### config.mk
export PLATFORM = sky130hd
export DESIGN_NAME = add8_error_monitor
export DESIGN_NICKNAME = d
export VERILOG_FILES = /design/src/rtl/add8_error_monitor.sv
export SDC_FILE = /design/constraint.sdc
export NUM_CORES = 1
export LEC_CHECK = 0
export CORE_MARGIN = 10
export CORE_UTILIZATION = 40
export DETAILED_ROUTE_END_ITERATION = 6
export PLACE_DENSITY = 0.7
export REMOVE_ABC_BUFFERS = 1
export SKIP_LAST_GASP = 1
export SLEW_MARGIN = 10
export SYNTH_ARGS = -nofsm -noshare
export SYNTH_HDL_FRONTEND = slang
export SYNTH_SLANG_ARGS = --single-unit
### constraint.sdc
create_clock -name clk -period 6.47 [get_ports clk]
set_input_delay 1.941 -clock clk [delete_from_list [all_inputs] [get_ports clk]]
set_output_delay 1.941 -clock clk [all_outputs]
set_load 0.05 [all_outputs]
### src/rtl/add8_error_monitor.sv
// add8_error_monitor
// Collects error statistics for an 8-bit approximate adder over a programmed
// number of samples: sample count, error count (EP), worst-case error (WCE),
// and sums of |error| (MAE), error^2 (MSE) and Hamming distance (HD).
// Two-stage pipeline: stage 1 measures one sample, stage 2 accumulates it.
module add8_error_monitor #(
   parameter int WIDTH = 8,
   parameter int CNT_W = 16
) (
   input  logic                          clk,
   input  logic                          rst_n,
   input  logic                          start,
   input  logic [CNT_W-1:0]              num_samples,
   input  logic                          in_valid,
   output logic                          in_ready,
   input  logic [WIDTH-1:0]              in_a,
   input  logic [WIDTH-1:0]              in_b,
   input  logic [WIDTH:0]                in_o,
   output logic                          busy,
   output logic                          done,
   output logic [CNT_W-1:0]              sample_cnt,
   output logic [CNT_W-1:0]              err_cnt,
   output logic [WIDTH:0]                wce,
   output logic [WIDTH+CNT_W:0]          sae,
   output logic [2*(WIDTH+1)+CNT_W-1:0]  sse,
   output logic [CNT_W+3:0]              shd
);

   localparam int ED_W  = WIDTH + 1;
   localparam int SQ_W  = 2 * ED_W;
   localparam int HD_W  = $clog2(ED_W + 1);
   localparam int SAE_W = ED_W + CNT_W;
   localparam int SSE_W = SQ_W + CNT_W;
   localparam int SHD_W = CNT_W + 4;

   typedef enum logic [1:0] {
      IDLE  = 2'd0,
      RUN   = 2'd1,
      DRAIN = 2'd2,
      DONE  = 2'd3
   } state_t;

   state_t            state;
   logic [CNT_W-1:0]  target;
   logic [CNT_W-1:0]  accepted;
   logic [CNT_W-1:0]  accepted_inc;
   logic              accept;
   logic              start_ok;

   // Stage 1 combinational measurement of the incoming sample
   logic [ED_W-1:0]   exact;
   logic [ED_W-1:0]   ed_c;
   logic [HD_W-1:0]   hd_c;

   // Stage 1 registers
   logic              s1_valid;
   logic [ED_W-1:0]   s1_ed;
   logic [HD_W-1:0]   s1_hd;
   logic              s1_nz;

   // Stage 2 combinational terms
   logic [SQ_W-1:0]   sq;
   logic [ED_W-1:0]   wce_next;

   function automatic logic [HD_W-1:0] popcount(input logic [ED_W-1:0] v);
      logic [HD_W-1:0] n;
      n = '0;
      for (int unsigned i = 0; i < ED_W; i++) begin
         n = n + HD_W'(v[i]);
      end
      return n;
   endfunction

   // Handshake: accept only while a run still needs samples
   always_comb begin
      in_ready     = (state == RUN) && (accepted < target);
      accept       = in_valid && in_ready;
      start_ok     = start && ((state == IDLE) || (state == DONE));
      accepted_inc = accepted + CNT_W'(1);
   end

   // Exact sum, absolute error distance and bit-flip count of the sample
   always_comb begin
      exact = {1'b0, in_a} + {1'b0, in_b};
      if (in_o >= exact) begin
         ed_c = in_o - exact;
      end else begin
         ed_c = exact - in_o;
      end
      hd_c = popcount(in_o ^ exact);
   end

   // Squared error and running maximum for the accumulate stage
   always_comb begin
      sq = {{ED_W{1'b0}}, s1_ed} * {{ED_W{1'b0}}, s1_ed};
      if (s1_ed > wce) begin
         wce_next = s1_ed;
      end else begin
         wce_next = wce;
      end
   end

   // Run control FSM with registered busy/done.
   // DRAIN lasts exactly one cycle: no accepts happen there, so the last
   // sample retires from stage 1 into the accumulators on the same edge that
   // moves to DONE, which puts done two cycles after the final accept.
   // A zero-length run enters DONE directly and raises done one cycle later.
   always_ff @(posedge clk) begin
      if (!rst_n) begin
         state    <= IDLE;
         target   <= '0;
         accepted <= '0;
         busy     <= 1'b0;
         done     <= 1'b0;
      end else begin
         case (state)
            IDLE: begin
               if (start_ok) begin
                  target   <= num_samples;
                  accepted <= '0;
                  done     <= 1'b0;
                  if (num_samples != '0) begin
                     state <= RUN;
                     busy  <= 1'b1;
                  end else begin
                     state <= DONE;
                     busy  <= 1'b0;
                  end
               end
            end
            RUN: begin
               if (accept) begin
                  accepted <= accepted_inc;
                  if (accepted_inc == target) begin
                     state <= DRAIN;
                  end
               end
            end
            DRAIN: begin
               state <= DONE;
               busy  <= 1'b0;
               done  <= 1'b1;
            end
            DONE: begin
               if (start_ok) begin
                  target   <= num_samples;
                  accepted <= '0;
                  done     <= 1'b0;
                  if (num_samples != '0) begin
                     state <= RUN;
                     busy  <= 1'b1;
                  end else begin
                     state <= DONE;
                     busy  <= 1'b0;
                  end
               end else begin
                  done <= 1'b1;
               end
            end
            default: begin
               state <= IDLE;
               busy  <= 1'b0;
               done  <= 1'b0;
            end
         endcase
      end
   end

   // Stage 1: capture per-sample error figures on accept
   always_ff @(posedge clk) begin
      if (!rst_n) begin
         s1_valid <= 1'b0;
         s1_ed    <= '0;
         s1_hd    <= '0;
         s1_nz    <= 1'b0;
      end else begin
         s1_valid <= accept;
         if (accept) begin
            s1_ed <= ed_c;
            s1_hd <= hd_c;
            s1_nz <= (ed_c != '0);
         end
      end
   end

   // Stage 2: accumulate statistics; a new run clears them
   always_ff @(posedge clk) begin
      if (!rst_n) begin
         sample_cnt <= '0;
         err_cnt    <= '0;
         wce        <= '0;
         sae        <= '0;
         sse        <= '0;
         shd        <= '0;
      end else if (start_ok) begin
         sample_cnt <= '0;
         err_cnt    <= '0;
         wce        <= '0;
         sae        <= '0;
         sse        <= '0;
         shd        <= '0;
      end else if (s1_valid) begin
         sample_cnt <= sample_cnt + CNT_W'(1);
         err_cnt    <= err_cnt + CNT_W'(s1_nz);
         wce        <= wce_next;
         sae        <= sae + SAE_W'(s1_ed);
         sse        <= sse + SSE_W'(sq);
         shd        <= shd + SHD_W'(s1_hd);
      end
   end

endmodule

## Word level (Yosys, flattened, before mapping)

Cells that the tools add are included.

- Equality and inequality tests: 8
- $add $sub $neg: 17
- Reduce and logical (&&, ||, !) cells: 18
- Bitwise operators: 2
- Muxes and demuxes: 15
- Multipliers: 1
- Order comparisons: 3

Operators by type and width:

| operator | number |
|---|---|
| 34-bit by 18-bit adder with 34-bit output | 1 |
| 16-bit by 1-bit adder with 16-bit output, second input constant | 2 |
| 16-bit 2-to-1 mux | 2 |
| 16-bit case mux with 2 select lines | 1 |
| 25-bit by 9-bit adder with 25-bit output | 1 |
| 20-bit by 4-bit adder with 20-bit output | 1 |
| 4-bit by 1-bit adder with 4-bit output | 5 |
| 9-bit by 9-bit multiplier with 18-bit output | 1 |
| 9-bit subtractor | 2 |
| 16-bit by 1-bit adder with 16-bit output | 1 |
| 16-bit == test | 1 |
| 16-bit less-than comparator | 1 |
| 16-bit nonzero test | 1 |
| 8-bit by 8-bit adder with 9-bit output | 1 |
| 9-bit greater-or-equal comparator | 1 |
| 9-bit greater-than comparator | 1 |
| 9-bit 2-to-1 mux | 1 |
| 9-bit nonzero test | 1 |
| 9-bit XOR | 1 |
| 2-bit 2-to-1 mux | 4 |
| 2-bit AND reduction | 4 |
| 2-bit case mux with 3 select lines | 1 |
| 3-bit AND reduction | 2 |
| 3-bit by 1-bit adder with 4-bit output | 1 |
| other kinds (16) | 26 |

- Register bits after elaboration: 171
- Output and inout port bits: 123
- Logic and storage cells: 79

## Longest topological paths before layout

Gate-level depths: netlist (run 1).

- Word-level depth: 10
- Mapped depth: 22
- Gate-level depth less buffers: 22

## Least setup slack after synthesis (run 1)

No wires, ideal clock.

- Kind: input to register
- Start: input in_a[0]
- End: register s1_hd[1]
- Library setup time: 0.086 ns
- Required time: 6.384 ns
- Stages: 17
- Slack: 0.591 ns
- Arrival time: 5.793 ns
- Cells stage by stage: ha_1 > fa_1 > a21oi_1 > nor2_1 > nor2_1 > o21bai_1 > a21oi_1 > o21bai_1 > a21oi_1 > ha_1 > fa_1 > fa_1 > inv_1 > fa_1 > inv_1 > fa_1 > a211oi_1

- Word-level cells in the longest chain between the ends: 10

RTL lines:

| item | RTL line | text |
|---|---|---|
| from (decl) | 16 | `input logic [WIDTH-1:0] in_a,` |
| 8-bit by 8-bit adder with 9-bit output (*) | 84 | `exact = {1'b0, in_a} + {1'b0, in_b};` |
| 9-bit XOR (*) | 90 | `hd_c = popcount(in_o ^ exact);` |
| 1-bit by 1-bit adder with 2-bit output | 69 | `n = n + HD_W'(v[i]);` |
| 2-bit by 1-bit adder with 3-bit output | 69 |  |
| 3-bit by 1-bit adder with 4-bit output | 69 |  |
| 4-bit by 1-bit adder with 4-bit output (4 in series) | 69 |  |
| 4-bit by 1-bit adder with 4-bit output (*) | 69 |  |
| to (signal assigned) | 174 | `s1_hd <= '0;` |
| to (signal assigned) | 180 | `s1_hd <= hd_c;` |
| to (decl) | 58 | `logic [HD_W-1:0] s1_hd;` |

Mark *: on every way between the ends. The rest lies on a longest branch, timed or not.
A chain may end at the register's enable or synchronous reset.

## Worst setup path in the final report (run 1)

Ends and elaborated chain as after synthesis.

==> results.py, run 1 <==
metrics = {
    "place": {
        "hpwl_um": 23700,
        "port-buffer-count": 167,
        "gp_congestion": 0.861,
        "dp_cells": 2015,
    },
    "worst_setup_path": {
        "r2r_cells": 20,
        "crit_arrival_ps": 6360,
        "cpMaxStageDelayCell": "fa_1",
        "cp-end-kind": "flop",
        "cp_cell_sequence": "clkdlybuf4s50_1, ha_1, fa_1, a21oi_1, nor2_1, nor2_1, o21bai_1, a21oi_1, o21bai_1, a21oi_1, ha_1, fa_1, fa_1, inv_1, fa_1, inv_1, fa_1, a211oi_1",
        "crit_type": "input pin to flop",
        "r2r-start": "s1_ed[7]",
        "r2r_end": "sse[28]",
        "slowest_delay_ps": 540,
        "cp_common_cell": "fa_1",
        "rrSetupSlack_ps": 660,
        "cp-start-kind": "input pin",
        "critPathMaxFanout": 2,
        "worstPathRequired_ps": 6820,
    },
    "clocking": {
        "cts.sinks": 171,
        "cts_tree": "done",
        "htreeDepth": 4,
        "cts_root_buf": "clkbuf_16",
        "clk_pin_slew_ps": 80,
        "insertion_delay_ps": 450,
        "cts_buffer_depth": 2,
        "cts_buffers": 17,
        "cts_setup_buffers": 0,
        "ctsResizeCount": 0,
        "cts.hold.buffers_added": 0,
    },
    "sta": {
        "hold_violations": 0,
        "min_period_ps": 6000,
        "max-slew-margin-rel": 0.201,
        "fin_crit_sh": 0.928,
        "rsz0062_at_grt": "false",
        "fmax_mhz": 167,
        "report.final.slew_viol_count": 0,
        "skew_ps": 17.9,
        "setup_viol": 0,
        "holdWs_ps": 487,
        "max_slew.worst_pin.slew_ps": 1200,
    },
    "run_status": {
        "outcome": "finished, final reports clean",
    },
    "route": {
        "drt_pass1_iterations": 5,
        "num_vias": 10300,
        "routed_via_density": 5.05,
        "drt-total-wl_um": 30400,
        "antenna_left": 0,
        "drt-initial-drc-count": 593,
        "routedWlPerCell_um": 14.9,
        "remaining_drc_errors": 0,
    },
    "synthesis": {
        "ys_types": 59,
        "yosys_register_bits": 171,
        "yosys.cell_count.top_type": "nor2_1",
        "avgSynthCellArea_sq_um": 8.31,
        "synthFlopType": "dfxtp_1",
        "synthTopCellsByCount": "nor2_1, inv_1, dfxtp_1, ha_1, nand2_1",
        "synth_edf_count": 0,
        "ys_seq_area_frac": 0.277,
        "syn_inst": 1489,
        "async_reset_ff_frac": 0,
        "ys_top_cells_by_area": "dfxtp_1, ha_1, fa_1, nor2_1, xnor2_1",
        "yosys.area.top_type": "dfxtp_1",
        "yosys.area.top_type_share": 0.277,
        "ys_warn_count": 0,
        "synthesis.area_sq_um": 12400,
    },
    "pwr": {
        "clkPwrFrac": 0.317,
        "total_power_mw": 3.69,
        "pwr-share-seq": 0.324,
        "vdd_ir_drop_max_v": 0.000234,
        "power_leakage_nw": 6.49,
        "power.density_nw_per_um2": 244,
        "p_int_mw": 2.33,
        "switching_share": 0.368,
        "net-switching-power_mw": 1.36,
        "pwr-share-comb": 0.359,
    },
    "floorplanning": {
        "io_pins": 168,
        "die_x_um": 196,
        "start_util": 0.404,
        "core_sq_um": 30600,
        "dieArea_sq_um": 38400,
        "die_h_um": 196,
        "fp-row-count": 64,
    },
    "global_routing": {
        "grt_max_degree": 67,
        "grt_first_pass_wirelength_um": 49800,
        "antenna_found_initial": 0,
        "grt_pass1_vias": 9998,
        "grt.total_usage": 0.156,
        "grt-ovfl-total": 0,
    },
    "worst_hold_path": {
        "hold_end": "sae[4]",
        "worstHoldStart": "sae[4]",
        "hold_path_depth": 2,
        "hold_class": "flop to flop",
    },
    "cells_and_area": {
        "drive_gt1_frac": 0.0363,
        "diodes": 0,
        "area_growth_pct": 22.2,
        "post-route-util": 0.494,
        "layout.cells.non_filler": 2047,
        "nets": 1857,
    },
    "run": {
        "drv_cap": 0,
    },
}
-- layout make-up --
cell class,count,area (sq um)
Multi-Input combinational cell,1088,8070
Clock buffer,18,429
Inverter,174,653
Sequential cell,171,3420
Clock inverter,14,230
Timing Repair Buffer,186,1810
Fill cell,2849,15500
Tap cell,396,495
-- through the flow --
stage	TNS, ps	setup slack, ps	cell area [sq um]
floorplan	0	590	12100
global placement	0	27.2	14500
detailed placement	-2.41	-2.41	14500
CTS	0	463	15100
global route	0	287	15100
finish	0	467	15100
-- sequential cells by signal, indices dropped and copies added, names as in the netlist, 9 cells and up --
register and cells:
sample_cnt 16, shd 20, sae 25, wce 9, err_cnt 16, accepted 16
sse 34, s1_ed 9, target 16
-- critical path: cells and delay by family --
family,cells,cell delay [ps]
compound gates,6,860
fa+ha+maj,7,2810
buf+inv,3,530
simple gates,2,200
-- power groups by stage --
stage	clock network, mW	registers [mW]	logic [mW]
global placement	0	1.22	1.30
detailed placement	0	1.22	1.33
floorplan	0	1.25	0.912
finish	1.17	1.20	1.33
CTS	1.20	1.20	1.34
global route	1.24	1.21	1.51
-- metal layers --
metal  vias to the layer above  track usage  part of all wire
met3                        40       0.0384             0.047
met5                         -            0                 0
met1                      4818        0.197              0.47
met4                         0       0.0472             0.021
met2                       214        0.256              0.46
li1                       5268            -                 -
-- kinds of logic (layout without fill, tap and decap cells) --
| group | Yosys count | after routing | share of synthesized area |
|---|---|---|---|
| mux | 48 | 48 | 0.0388 |
| flops | 171 | 171 | 0.277 |
| buf+inv | 230 | 392 | 0.0714 |
| fa+ha+maj | 174 | 174 | 0.209 |
| compound gates | 257 | 257 | 0.126 |
| xor+xnor | 130 | 130 | 0.0921 |
| simple gates | 479 | 479 | 0.186 |
-- worst max-delay path by stage --
stage	startpoint	end	slack, ps	depth (start not counted)
after global placement	in_a[0]	s1_hd[1]	30	18
after floorplan	in_a[0]	s1_hd[1]	590	17
final	in_a[0]	s1_hd[1]	470	18
after detailed placement	in_a[0]	s1_hd[1]	-2	18
after global routing	s1_ed[7]	sse[28]	290	19
after CTS	in_a[0]	s1_hd[1]	460	18
-- layout by cell type, fill, tap and decap left out, types with 34 or more instances in the layout --
cell type and n:
mux2i_1 48, xnor2_1 75, o21ai_0 60, nand2_1 100
ha_1 119, inv_1 173, clkdlybuf4s50_1 167, dfxtp_1 170
nand3_1 34, fa_1 55, xor2_1 55, nor2_1 181
a21oi_1 99, and3_1 36
Power figures use the tool's default switching activity.
==> run 2: changes to the inputs <==
- PLACE_DENSITY: 0.7 -> 0.73
- clock period: 6.47 -> 4.9 ns (I/O delays scaled with it)
==> results.py, run 2 (synthesized netlist as in run 1, its figures left out) <==
metrics = {
    "cells_and_area": {
        "largest_reg_flops": 34,
        "mostFrequentLayoutCell": "nor2_1",
        "area_growth_pct": 34.9,
        "nets": 1987,
        "drive_gt1_frac": 0.171,
        "num-fill-cells": 2714,
        "regMostFlops": "sse",
        "diodes": 0,
        "layout_common_cells": "nor2_1, dfxtp_1, inv_1, clkdlybuf4s50_1, buf_4",
        "layout.cells.non_filler": 2177,
        "reg.largest.list": "sse: 34 flops, sae: 25 flops, shd: 20 flops",
    },
    "sta": {
        "setup_viol": 18,
        "finalWorstSetupSlack_ps": -325,
        "max-slew-margin-rel": 0.121,
        "min_period_ps": 5230,
        "holdWs_ps": 472,
        "fin_setup_tns_ps": -3630,
        "rsz0062_at_grt": "true",
        "skew_ps": 14.2,
        "report.final.slew_viol_count": 0,
        "fmax_mhz": 191,
        "fin_crit_sh": 1.07,
        "max_slew.worst_pin.slew_ps": 1320,
        "hold_violations": 0,
    },
    "run_status": {
        "outcome": "complete, but fails checks",
        "violations": "setup timing",
    },
    "floorplanning": {
        "io_pins": 168,
        "dieArea_sq_um": 38400,
        "core_sq_um": 30600,
        "fp-row-count": 64,
        "die_h_um": 196,
        "start_util": 0.404,
        "die_x_um": 196,
    },
    "worst_setup_path": {
        "r2r-start": "s1_ed[1]",
        "timing.critical_path.to": "sse[22]",
        "rrSetupSlack_ps": -330,
        "crit_path_start": "s1_ed[1]",
        "crit_type": "flop to flop",
        "critPathMaxFanout": 6,
        "cp-end-kind": "flop",
        "r2r_end": "sse[22]",
        "worstPathRequired_ps": 5220,
        "cp-start-kind": "flop",
        "r2r_cells": 23,
        "crit_arrival_ps": 5540,
    },
    "route": {
        "num_vias": 11000,
        "drt-initial-drc-count": 540,
        "drt-total-wl_um": 33000,
        "remaining_drc_errors": 0,
        "antenna_left": 0,
        "wl_met2_um": 16400,
        "wl_met1_um": 14500,
        "met3_length_um": 1510,
        "drt_pass1_iterations": 5,
        "route.top_layer_used": "met4",
        "routed_via_density": 5.07,
        "routedWlPerCell_um": 15.2,
    },
    "global_routing": {
        "grt-ovfl-total": 0,
        "grt_pass1_vias": 11100,
        "grt_max_degree": 48,
        "antenna_found_initial": 0,
        "grt.total_usage": 0.167,
        "grt_first_pass_wirelength_um": 53800,
    },
    "place": {
        "dp_cells": 2106,
        "gp_congestion": 0.865,
        "port-buffer-count": 167,
        "hpwl_um": 24900,
    },
    "pwr": {
        "vdd_ir_drop_max_v": 0.000348,
        "power_leakage_nw": 7.19,
        "p_int_mw": 3.19,
        "pwr-share-comb": 0.428,
        "total_power_mw": 5.10,
        "clkPwrFrac": 0.262,
        "switching_share": 0.375,
        "pwr-share-seq": 0.310,
        "net-switching-power_mw": 1.91,
        "power.density_nw_per_um2": 306,
    },
    "clocking": {
        "cts_tree": "done",
        "clk_pin_slew_ps": 70,
        "cts_buffer_depth": 2,
        "cts_buffers": 17,
        "htreeDepth": 4,
        "cts_root_buf": "clkbuf_16",
        "cts.sinks": 171,
        "insertion_delay_ps": 440,
    },
    "run": {
        "drv_cap": 0,
    },
    "worst_hold_path": {
        "hold_class": "flop to flop",
    },
}
## run 2: what timing repair did
item	4_1_cts	5_1_grt
setup buffers	21	19
hold endpoints to repair	0	0
setup endpoints to repair	33	32
cloned	0	0
hold buffers	0	0
gates resized for setup	126	63
pin swaps	89	53
## run 2: final cells by class
type                            count  area [sq um]  share of cell area
Clock inverter                     12           113             0.00675
Sequential cell                   171          3450               0.207
Multi-Input combinational cell   1088          8660               0.519
Inverter                          174           658              0.0395
Clock buffer                       20           457              0.0274
Timing Repair Buffer              316          2850               0.171
Tap cell                          396           495              0.0297
## run 2: worst min-delay path by stage
| stage | depth (start not counted) | startpoint | slack [ps] | end |
|---|---|---|---|---|
| final | 2 | target[0] | 470 | target[0] |
| after global routing | 2 | target[0] | 500 | target[0] |
| after CTS | 2 | target[0] | 470 | target[0] |
| after detailed placement | 2 | target[0] | 460 | target[0] |
| after global placement | 2 | target[0] | 450 | target[0] |
| after floorplan | 2 | target[0] | 440 | target[0] |
## run 2: metrics by stage
stage               worst slack (ps)  utilization  area (sq um)
floorplan                       -553            -         12100
global placement               -1050        0.495         15100
detailed placement             -1110        0.495         15100
CTS                             -253        0.532         16300
global route                    -490        0.545         16700
finish                          -325        0.545         16700
## run 2: critical path: stages (launching register included)
cell	delay (ps)
dfxtp_4	360
buf_6	110
and2_4	140
buf_6	110
xnor2_2	120
ha_2	190
a21oi_2	40
fa_1	550
inv_2	40
fa_2	580
fa_1	430
fa_1	590
ha_4	230
a21o_1	180
o21ai_1	120
o211ai_1	100
buf_4	160
a311oi_2	260
buf_4	180
nor3_4	50
buf_12	160
o2111ai_2	170
xor2_1	160
nor2_1	50
## run 2: routing by layer
layer / global-route usage / up-vias
li1: - / 5544
met1: 0.199 / 5233
met2: 0.293 / 215
met3: 0.0348 / 36
met4: 0.0515 / 0
met5: 0 / -
## run 2: power by group through the flow
stage / registers (mW) / logic (mW) / clock network [mW]
6_report: 1.58 / 2.18 / 1.34
3_3_place_gp: 1.60 / 1.90 / 0
2_1_floorplan: 1.65 / 1.20 / 0
3_5_place_dp: 1.60 / 1.94 / 0
4_1_cts: 1.58 / 2.06 / 1.37
5_1_grt: 1.60 / 2.41 / 1.43
